===== src/rtl/spi_flash_master_pkg.sv =====
// Shared definitions for the SPI flash master: FSM state encoding and SPI mode.
// Imported by the top module and the phase timer.
package spi_pkg;

    typedef enum logic [1:0] {
        IDLE = 2'd0,
        LOW  = 2'd1,
        HIGH = 2'd2
    } spi_state_e;

    // {CPOL, CPHA}: mode 0 idles SCK low and samples on the leading (rising) edge.
    localparam logic [1:0] SPI_MODE = 2'b00;

    localparam int unsigned DIV_WIDTH = 8;

endpackage


===== src/rtl/spi_flash_master_if.sv =====
// IO-strobe bus and flash pin bundle for the SPI flash master.
// The slave modport is the block's view; master is the bus/host and flash side.
interface spi_flash_master_if;

    logic       wr;
    logic       cs_wr;
    logic [7:0] tx_data;
    logic [7:0] rx_data;
    logic       busy;
    logic       done;
    logic       csn;
    logic       sck;
    logic       mosi;
    logic       miso;

    modport slave (
        input  wr, cs_wr, tx_data, miso,
        output rx_data, busy, done, csn, sck, mosi
    );

    modport master (
        output wr, cs_wr, tx_data, miso,
        input  rx_data, busy, done, csn, sck, mosi
    );

endinterface


===== src/rtl/spi_flash_master_timer.sv =====
// Half-period timer: tick marks the last of every DIV cycles.
// A synchronous clear restarts the count at zero.
module spi_phase_timer
    import spi_pkg::*;
#(
    parameter int unsigned DIV = 2
) (
    input  logic clk,
    input  logic reset,
    input  logic clear,
    output logic tick
);

    logic [DIV_WIDTH-1:0] divCnt_q;
    logic [DIV_WIDTH-1:0] divCnt_d;

    always_comb begin
        tick     = (divCnt_q == DIV_WIDTH'(DIV - 1));
        divCnt_d = divCnt_q + 1'b1;
        if (clear || tick) begin
            divCnt_d = '0;
        end
    end

    always_ff @(posedge clk or posedge reset) begin
        if (reset) begin
            divCnt_q <= '0;
        end else begin
            divCnt_q <= divCnt_d;
        end
    end

endmodule


===== src/rtl/spi_flash_master.sv =====
// Byte-wide SPI mode-0 master for the serial flash, driven by IO write strobes.
// Every pin and status output comes straight from a register.
module spi_flash_master
    import spi_pkg::*;
#(
    parameter int unsigned DIV = 2
) (
    input  logic               clk,
    input  logic               reset,
    spi_flash_master_if.slave  bus
);

    spi_state_e state_q, state_d;
    logic [7:0] shift_q, shift_d;
    logic [2:0] bitCnt_q, bitCnt_d;
    logic [7:0] rxData_q, rxData_d;
    logic       busy_q, busy_d;
    logic       done_q, done_d;
    logic       csn_q, csn_d;
    logic       sck_q, sck_d;
    logic       mosi_q, mosi_d;
    logic       phaseTick;
    logic       timerClear;

    assign timerClear = (state_q == IDLE);

    spi_phase_timer #(.DIV(DIV)) u_timer (
        .clk   (clk),
        .reset (reset),
        .clear (timerClear),
        .tick  (phaseTick)
    );

    // miso shifts in at bit 0 on the rising edge; the bit now in bit 7 goes out on the falling edge.
    always_comb begin
        state_d  = state_q;
        shift_d  = shift_q;
        bitCnt_d = bitCnt_q;
        rxData_d = rxData_q;
        busy_d   = busy_q;
        done_d   = 1'b0;
        csn_d    = csn_q;
        sck_d    = sck_q;
        mosi_d   = mosi_q;
        case (state_q)
            IDLE: begin
                if (bus.cs_wr) begin
                    csn_d = bus.tx_data[0];
                end
                if (bus.wr) begin
                    shift_d  = bus.tx_data;
                    mosi_d   = bus.tx_data[7];
                    bitCnt_d = 3'd0;
                    busy_d   = 1'b1;
                    state_d  = LOW;
                end
            end
            LOW: begin
                if (phaseTick) begin
                    sck_d   = 1'b1;
                    shift_d = {shift_q[6:0], bus.miso};
                    state_d = HIGH;
                end
            end
            HIGH: begin
                if (phaseTick) begin
                    sck_d = 1'b0;
                    if (bitCnt_q == 3'd7) begin
                        rxData_d = shift_q;
                        done_d   = 1'b1;
                        busy_d   = 1'b0;
                        state_d  = IDLE;
                    end else begin
                        mosi_d   = shift_q[7];
                        bitCnt_d = bitCnt_q + 3'd1;
                        state_d  = LOW;
                    end
                end
            end
            default: begin
                state_d = IDLE;
            end
        endcase
    end

    always_ff @(posedge clk or posedge reset) begin
        if (reset) begin
            state_q  <= IDLE;
            shift_q  <= '0;
            bitCnt_q <= '0;
            rxData_q <= '0;
            busy_q   <= 1'b0;
            done_q   <= 1'b0;
            csn_q    <= 1'b1;
            sck_q    <= SPI_MODE[1];
            mosi_q   <= 1'b0;
        end else begin
            state_q  <= state_d;
            shift_q  <= shift_d;
            bitCnt_q <= bitCnt_d;
            rxData_q <= rxData_d;
            busy_q   <= busy_d;
            done_q   <= done_d;
            csn_q    <= csn_d;
            sck_q    <= sck_d;
            mosi_q   <= mosi_d;
        end
    end

    assign bus.rx_data = rxData_q;
    assign bus.busy    = busy_q;
    assign bus.done    = done_q;
    assign bus.csn     = csn_q;
    assign bus.sck     = sck_q;
    assign bus.mosi    = mosi_q;

endmodule

===== src/flat_wrapper.sv =====
// flat-port wrapper written by rule: the top's interface ports become plain ports
module spi_flash_master_flat import spi_pkg::*;
#(
    parameter int unsigned DIV = 2
)
  (clk, reset, bus_wr, bus_cs_wr, bus_tx_data, bus_miso, bus_rx_data, bus_busy, bus_done, bus_csn, bus_sck, bus_mosi);
  spi_flash_master_if bus_i ();
  input  logic clk;
  input  logic reset;
  input wire logic [$bits(bus_i.wr)-1:0] bus_wr;
  input wire logic [$bits(bus_i.cs_wr)-1:0] bus_cs_wr;
  input wire logic [$bits(bus_i.tx_data)-1:0] bus_tx_data;
  input wire logic [$bits(bus_i.miso)-1:0] bus_miso;
  output wire logic [$bits(bus_i.rx_data)-1:0] bus_rx_data;
  output wire logic [$bits(bus_i.busy)-1:0] bus_busy;
  output wire logic [$bits(bus_i.done)-1:0] bus_done;
  output wire logic [$bits(bus_i.csn)-1:0] bus_csn;
  output wire logic [$bits(bus_i.sck)-1:0] bus_sck;
  output wire logic [$bits(bus_i.mosi)-1:0] bus_mosi;
  assign bus_i.wr = bus_wr;
  assign bus_i.cs_wr = bus_cs_wr;
  assign bus_i.tx_data = bus_tx_data;
  assign bus_i.miso = bus_miso;
  assign bus_rx_data = bus_i.rx_data;
  assign bus_busy = bus_i.busy;
  assign bus_done = bus_i.done;
  assign bus_csn = bus_i.csn;
  assign bus_sck = bus_i.sck;
  assign bus_mosi = bus_i.mosi;
  spi_flash_master #(.DIV(DIV)) u_core (.clk(clk), .reset(reset), .bus(bus_i));
endmodule

===== config.mk =====
export PLATFORM = sky130hd
export DESIGN_NAME = spi_flash_master_flat
export DESIGN_NICKNAME = d
export VERILOG_FILES = /design/src/rtl/spi_flash_master_pkg.sv /design/src/rtl/spi_flash_master_if.sv /design/src/rtl/spi_flash_master_timer.sv /design/src/rtl/spi_flash_master.sv /design/src/flat_wrapper.sv
export SDC_FILE = /design/constraint.sdc
export NUM_CORES = 1
export LEC_CHECK = 0
export ABC_AREA = 1
export CAP_MARGIN = 0
export CORE_MARGIN = 4
export CORE_UTILIZATION = 35
export DETAILED_ROUTE_END_ITERATION = 10
export DONT_BUFFER_PORTS = 1
export HOLD_SLACK_MARGIN = 0.12
export MAX_ROUTING_LAYER = met4
export PLACE_DENSITY = 0.56
export REMOVE_ABC_BUFFERS = 1
export SLEW_MARGIN = 20
export SYNTH_ARGS = -nofsm -noshare
export SYNTH_HDL_FRONTEND = slang
export SYNTH_SLANG_ARGS = --single-unit

===== constraint.sdc =====
create_clock -name clk -period 1.4 [get_ports clk]
set_input_delay 0.21 -clock clk [delete_from_list [all_inputs] [get_ports clk]]
set_output_delay 0.21 -clock clk [all_outputs]
set_load 0.005 [all_outputs]

# Word-level counts from Yosys, hierarchy flattened
# Cells that the tools add are included.
# W data, S select, Z words.
# word_totals
elab_cells	60
input_bits	13
output_inout_bits	13
register_bits	34
# op_classes
n_eq_ne	9
n_mux	27
n_reduce_logical	12
add_sub_neg	2
# ops
operator	n
$mux W8	3
$pmux W8 S2	1
$mux W1	12
$reduce_and A3 Y1	4
$mux W3	3
$add A8 B1 Y8 const B	1
$eq A8 B1 Y1 const B	1
$reduce_and A4 Y1	2
$mux W2	3
$ne A2 B1 Y1 const B	3
$pmux W1 S2	3
$pmux W2 S3	1
$pmux W3 S2	1
$reduce_bool A2 Y1	3
$ne A2 B2 Y1 const B	2
$add A3 B1 Y3 const B	1
$eq A3 B3 Y1 const B	1
$eq A2 B1 Y1 const B	1
$eq A2 B2 Y1 const B	1
$logic_not A2 Y1	1
$reduce_and A2 Y1	1
$logic_or A1 B1 Y1	1

# Longest topological paths before layout
# logic_depth
word_depth	4
depth_mapped	9
mapped_depth_nobuf	9

# Cells and area by module
# Synthesis repeated with hierarchy kept, for this count alone.
# unflattened
cells_unflattened	198
hier_area_um2	1604.0
# by_module_without_submodules
mod	seq_area_each_um2	cells_per_inst	n_inst	area_per_inst_um2
spi_flash_master	651.9	141	1	1173.6
spi_phase_timer	200.2	57	1	430.4

# Least setup slack after synthesis
# No wires, ideal clock.
# synth_path
kind	register -> register
start	reg u_core.u_timer.divCnt_q[1]
end	reg u_core.busy_q, in the netlist u_core.bus.busy
path_stages_with_launch	8
required_ps	1282
period_less_slack_ps	1351
setup_ps	118
arrival_time_ps	1232
slack_ps	49
path_buffers	1
path_cell_list	dfrtp_1 > inv_1 > ha_1 > nor3b_4 > nand4_4 > buf_6 > nand2_1 > nand2_1
# synth_via
elab_chain_cells	3
# synth_rtl
element	line	text
from (decl)	spi_flash_master_timer.sv:14	logic [DIV_WIDTH-1:0] divCnt_q;
from (signal assigned)	spi_flash_master_timer.sv:29	divCnt_q <= divCnt_d;
$eq A8 B1 Y1	spi_flash_master_timer.sv:18	tick = (divCnt_q == DIV_WIDTH'(DIV - 1));
$ne A2 B1 Y1 (no source line)	n/a	
$reduce_and A4 Y1 (no source line)	n/a	
to (signal assigned)	spi_flash_master.sv:102	busy_q <= busy_d;
to (decl)	spi_flash_master.sv:17	logic busy_q, busy_d;
# No other way between the ends.
# A chain may end at the register's enable or synchronous reset.

# Final worst setup path
# layout_path
start	reg u_core.u_timer.divCnt_q[1]
end	reg u_core.rxData_q[6], in the netlist u_core.bus.rx_data[6]
# layout_via
elab_chain_cells	2
# layout_rtl
element	line	text
$eq A8 B1 Y1	spi_flash_master_timer.sv:18	
$reduce_and A3 Y1 (no source line)	n/a	
to (signal assigned)	spi_flash_master.sv:101	rxData_q <= rxData_d;
to (decl)	spi_flash_master.sv:16	logic [7:0] rxData_q, rxData_d;
# No other way between the ends.

==> results.md <==
- Gr usage total: 12.5%
- Port Buf Inserts: 0
- Hold EP: u_core.shift_q[7]
- Failing checks: negative setup slack
- Initial Utilization: 36.8%
- Final setup viols: 11
- Longest Clk Path Bufs: 2
- Switching portion of total power: 38.5%
- Combinational share of power: 39.1%
- Status: complete, but fails checks
- CP Data Arrival Time: 1.60 ns
- Crit start category: flip-flop
- Synthesized flop and latch total: 34
- Max Cap Violations: 0
- CTS root buf: clkbuf_8
- Number of distinct library cells after synthesis: 28
- DIE AREA: 0.00583 mm2
- Min setup slack post-route: -0.0245 ns
- DP HPWL: 2310 um
- Setup TNS: -0.175 ns
- Final min period: 1.42 ns
- Slew Viols, Final: 0
- Seq pwr share: 39.5%
- Mapped Cells: 179
- CTS tree: yes
- RSZ-0062 raised after global routing: true
- Routed Antenna Nets: 0
- HP Start: bus_tx_data[7]
- Hold Crit Depth: 4
- Fill cells: 452
- Switching power total: 1.31 mW
- Worst slack, placed: -0.00625 ns
- Net count, final: 216
- LEAKAGE: 0.955 nW
- Power density cells: 1700 mW/mm2
- WHS: 0.170 ns
- DP Cell Count: 237
- Via count: 1,227
- Core box area: 0.00444 mm2
- Flop-to-flop setup slack: -0.02 ns
- Die W: 76.3 um
- FF-to-FF End: u_core.bus.rx_data[6]
- Largest net degree at the start of global routing: 35
- CTS buffer count: 5
- FP Rows: 24
- Critical path class: reg -> reg
- Synth warnings: 0
- R2R depth: 7
- DRT iter0 DRCs: 128
- Final Hold Fails: 0
- Finished Layout Cells: 252
- Highest clock rate: 702 MHz
- Ant. Diodes: 0
- Final Wtd Congestion: 0.810
- Vias in the first global route: 1,269
- GR Overflow Total: 0
- Skew-Pair Late Insertion Delay: 0.28 ns
- Drt total wl: 3350 um
- Hold WC Path Type: in -> reg
- CP required: 1.58 ns
- Clock group share of total power: 21.4%
- Post-Syn Area: 0.00163 mm2
- Critical path peak fanout: 10
- Post-synthesis sequential area ratio: 52.1%
- First-pass GRT wire length: 5640 um
- Num ports: 26
- Clk_skew: 0.00545 ns
- Internal: 2.10 mW
- Worst-path clk slew: 0.07 ns
- H-tree Lvls: 2
- Tightest Pin Transition: 0.441 ns
- Syn avg cell area: 9.13 um2
- CTS sink cnt: 34
- Period utilization: 102%
- Via density: 4.87
- Area Overhead vs Synth: 22.7%
- # DRC: 0
- Die height: 76.3 um
- CP endpoint kind: flip-flop
- First-pass iteration count of the detailed router: 4
- DR WL/cell: 13.3 um
- Final core area utilization: 45.1%
- Layout cell share with drive strength beyond 1: 31.5%
- Initial antenna violation count: 0
- Reg2reg start: u_core.u_timer.divCnt_q[1]
- Worst slew margin: 70.6%
- Max VDD drop: 0.758 mV
[cells in the final DEF, fill, tap and decap left out, types with 4 or more instances in the layout]
cell type,Yosys,routed
nand2_4,1,5
o21ai_1,7,8
buf_4,0,9
clkbuf_8,0,6
nand2_1,52,39
dlygate4sd3_1,0,4
nand2_2,4,13
nor2_1,13,11
nand4_1,4,4
o21ai_2,10,11
dfrtp_1,33,33
inv_1,17,17
o21ai_0,11,9
[routing by layer]
| layer | share of wire, % | up-vias | GRT usage (%) |
|---|---|---|---|
| li1 | - | 617 | - |
| met1 | 48 | 571 | 15.4 |
| met2 | 45 | 33 | 18.8 |
| met3 | 5.6 | 6 | 4.37 |
| met4 | 1.2 | 0 | 4.71 |
| met5 | 0 | - | - |
[synthesized netlist by cell type, drive strengths merged]
cell type / n / area, um2
dfrtp: 33 / 826
inv: 19 / 71.3
nand2: 57 / 231
a21oi: 1 / 5.00
clkinv: 1 / 5.00
nand3: 4 / 25.0
nor3: 2 / 10.0
o21ai: 28 / 178
a31oi: 1 / 6.26
nor3b: 3 / 33.8
nor2: 15 / 66.3
xor2: 2 / 17.5
dfstp: 1 / 26.3
ha: 4 / 50.1
nand4: 5 / 46.3
buf: 3 / 36.3
[metrics by stage]
stage	area (um2)	power (mW)
2_1_floorplan	1600	2.18
3_3_place_gp	1760	2.48
3_5_place_dp	1760	2.50
4_1_cts	1890	3.27
5_1_grt	2010	3.72
6_report	2010	3.42
[worst max-delay path by stage]
stage                                        to  cells after the start                       start  slack, ns
after floorplan           u_core.bus.rx_data[0]                      6  u_core.u_timer.divCnt_q[1]       0.02
after global placement        u_core.shift_q[6]                      7  u_core.u_timer.divCnt_q[1]       0.03
after detailed placement      u_core.shift_q[2]                      7  u_core.u_timer.divCnt_q[1]     -0.006
after CTS                     u_core.shift_q[4]                      7  u_core.u_timer.divCnt_q[1]      0.005
after global routing            u_core.bus.busy                      7  u_core.u_timer.divCnt_q[1]      -0.13
final                     u_core.bus.rx_data[6]                      7  u_core.u_timer.divCnt_q[1]      -0.02
[power by group through the flow]
stage | logic (mW) | registers, mW | clock network (mW)
after floorplan | 0.836 | 1.34 | 0
after global routing | 1.53 | 1.38 | 0.809
final | 1.34 | 1.35 | 0.731
after CTS | 1.17 | 1.35 | 0.753
after detailed placement | 1.14 | 1.37 | 0
after global placement | 1.12 | 1.36 | 0
[timing repair]
item | 4_1_cts | 5_1_grt
pin swaps | 0 | 3
setup endpoints to repair | 3 | 30
gates resized for setup | 1 | 27
hold buffers | 3 | 1
gates cloned | 0 | 1
hold endpoints to repair | 34 | 1
buffers inserted | 0 | 2
[cell type report]
cell class | instances | area [um2] | area share (%)
flip-flops and latches | 34 | 852 | 42.5
multi-input cells | 123 | 773 | 38.6
repair buffers | 15 | 148 | 7.36
clock buffers | 7 | 86.3 | 4.30
inverters | 20 | 76.3 | 3.81
well taps | 52 | 65.1 | 3.24
clock inverters | 1 | 5.00 | 0.250
[logic make-up after synthesis]
family,Yosys count,synth area share (%)
and+or+nand+nor,86,25.3
DFF,34,52.1
AOI/OAI and AO/OA,30,11.6
buffers and inverters,23,6.89
adders and majority gates,4,3.06
xor gates and xnor gates,2,1.07
[critical path, stage by stage (launching register included)]
cell	delay [ns]
dfrtp_1	0.38
inv_1	0.06
ha_2	0.16
nor3b_4	0.28
nand4_4	0.16
buf_12	0.18
nand2_1	0.07
o21ai_2	0.05
[sequential cells by signal, summed over array words and instances (netlist names), 2 cells and up]
| register | cells |
|---|---|
| u_core.u_timer.divCnt_q | 8 |
| u_core.bitCnt_q | 3 |
| u_core.state_q | 2 |
| u_core.bus.rx_data | 8 |
| u_core.shift_q | 8 |
No activity file was read; power rests on OpenSTA's default activity.
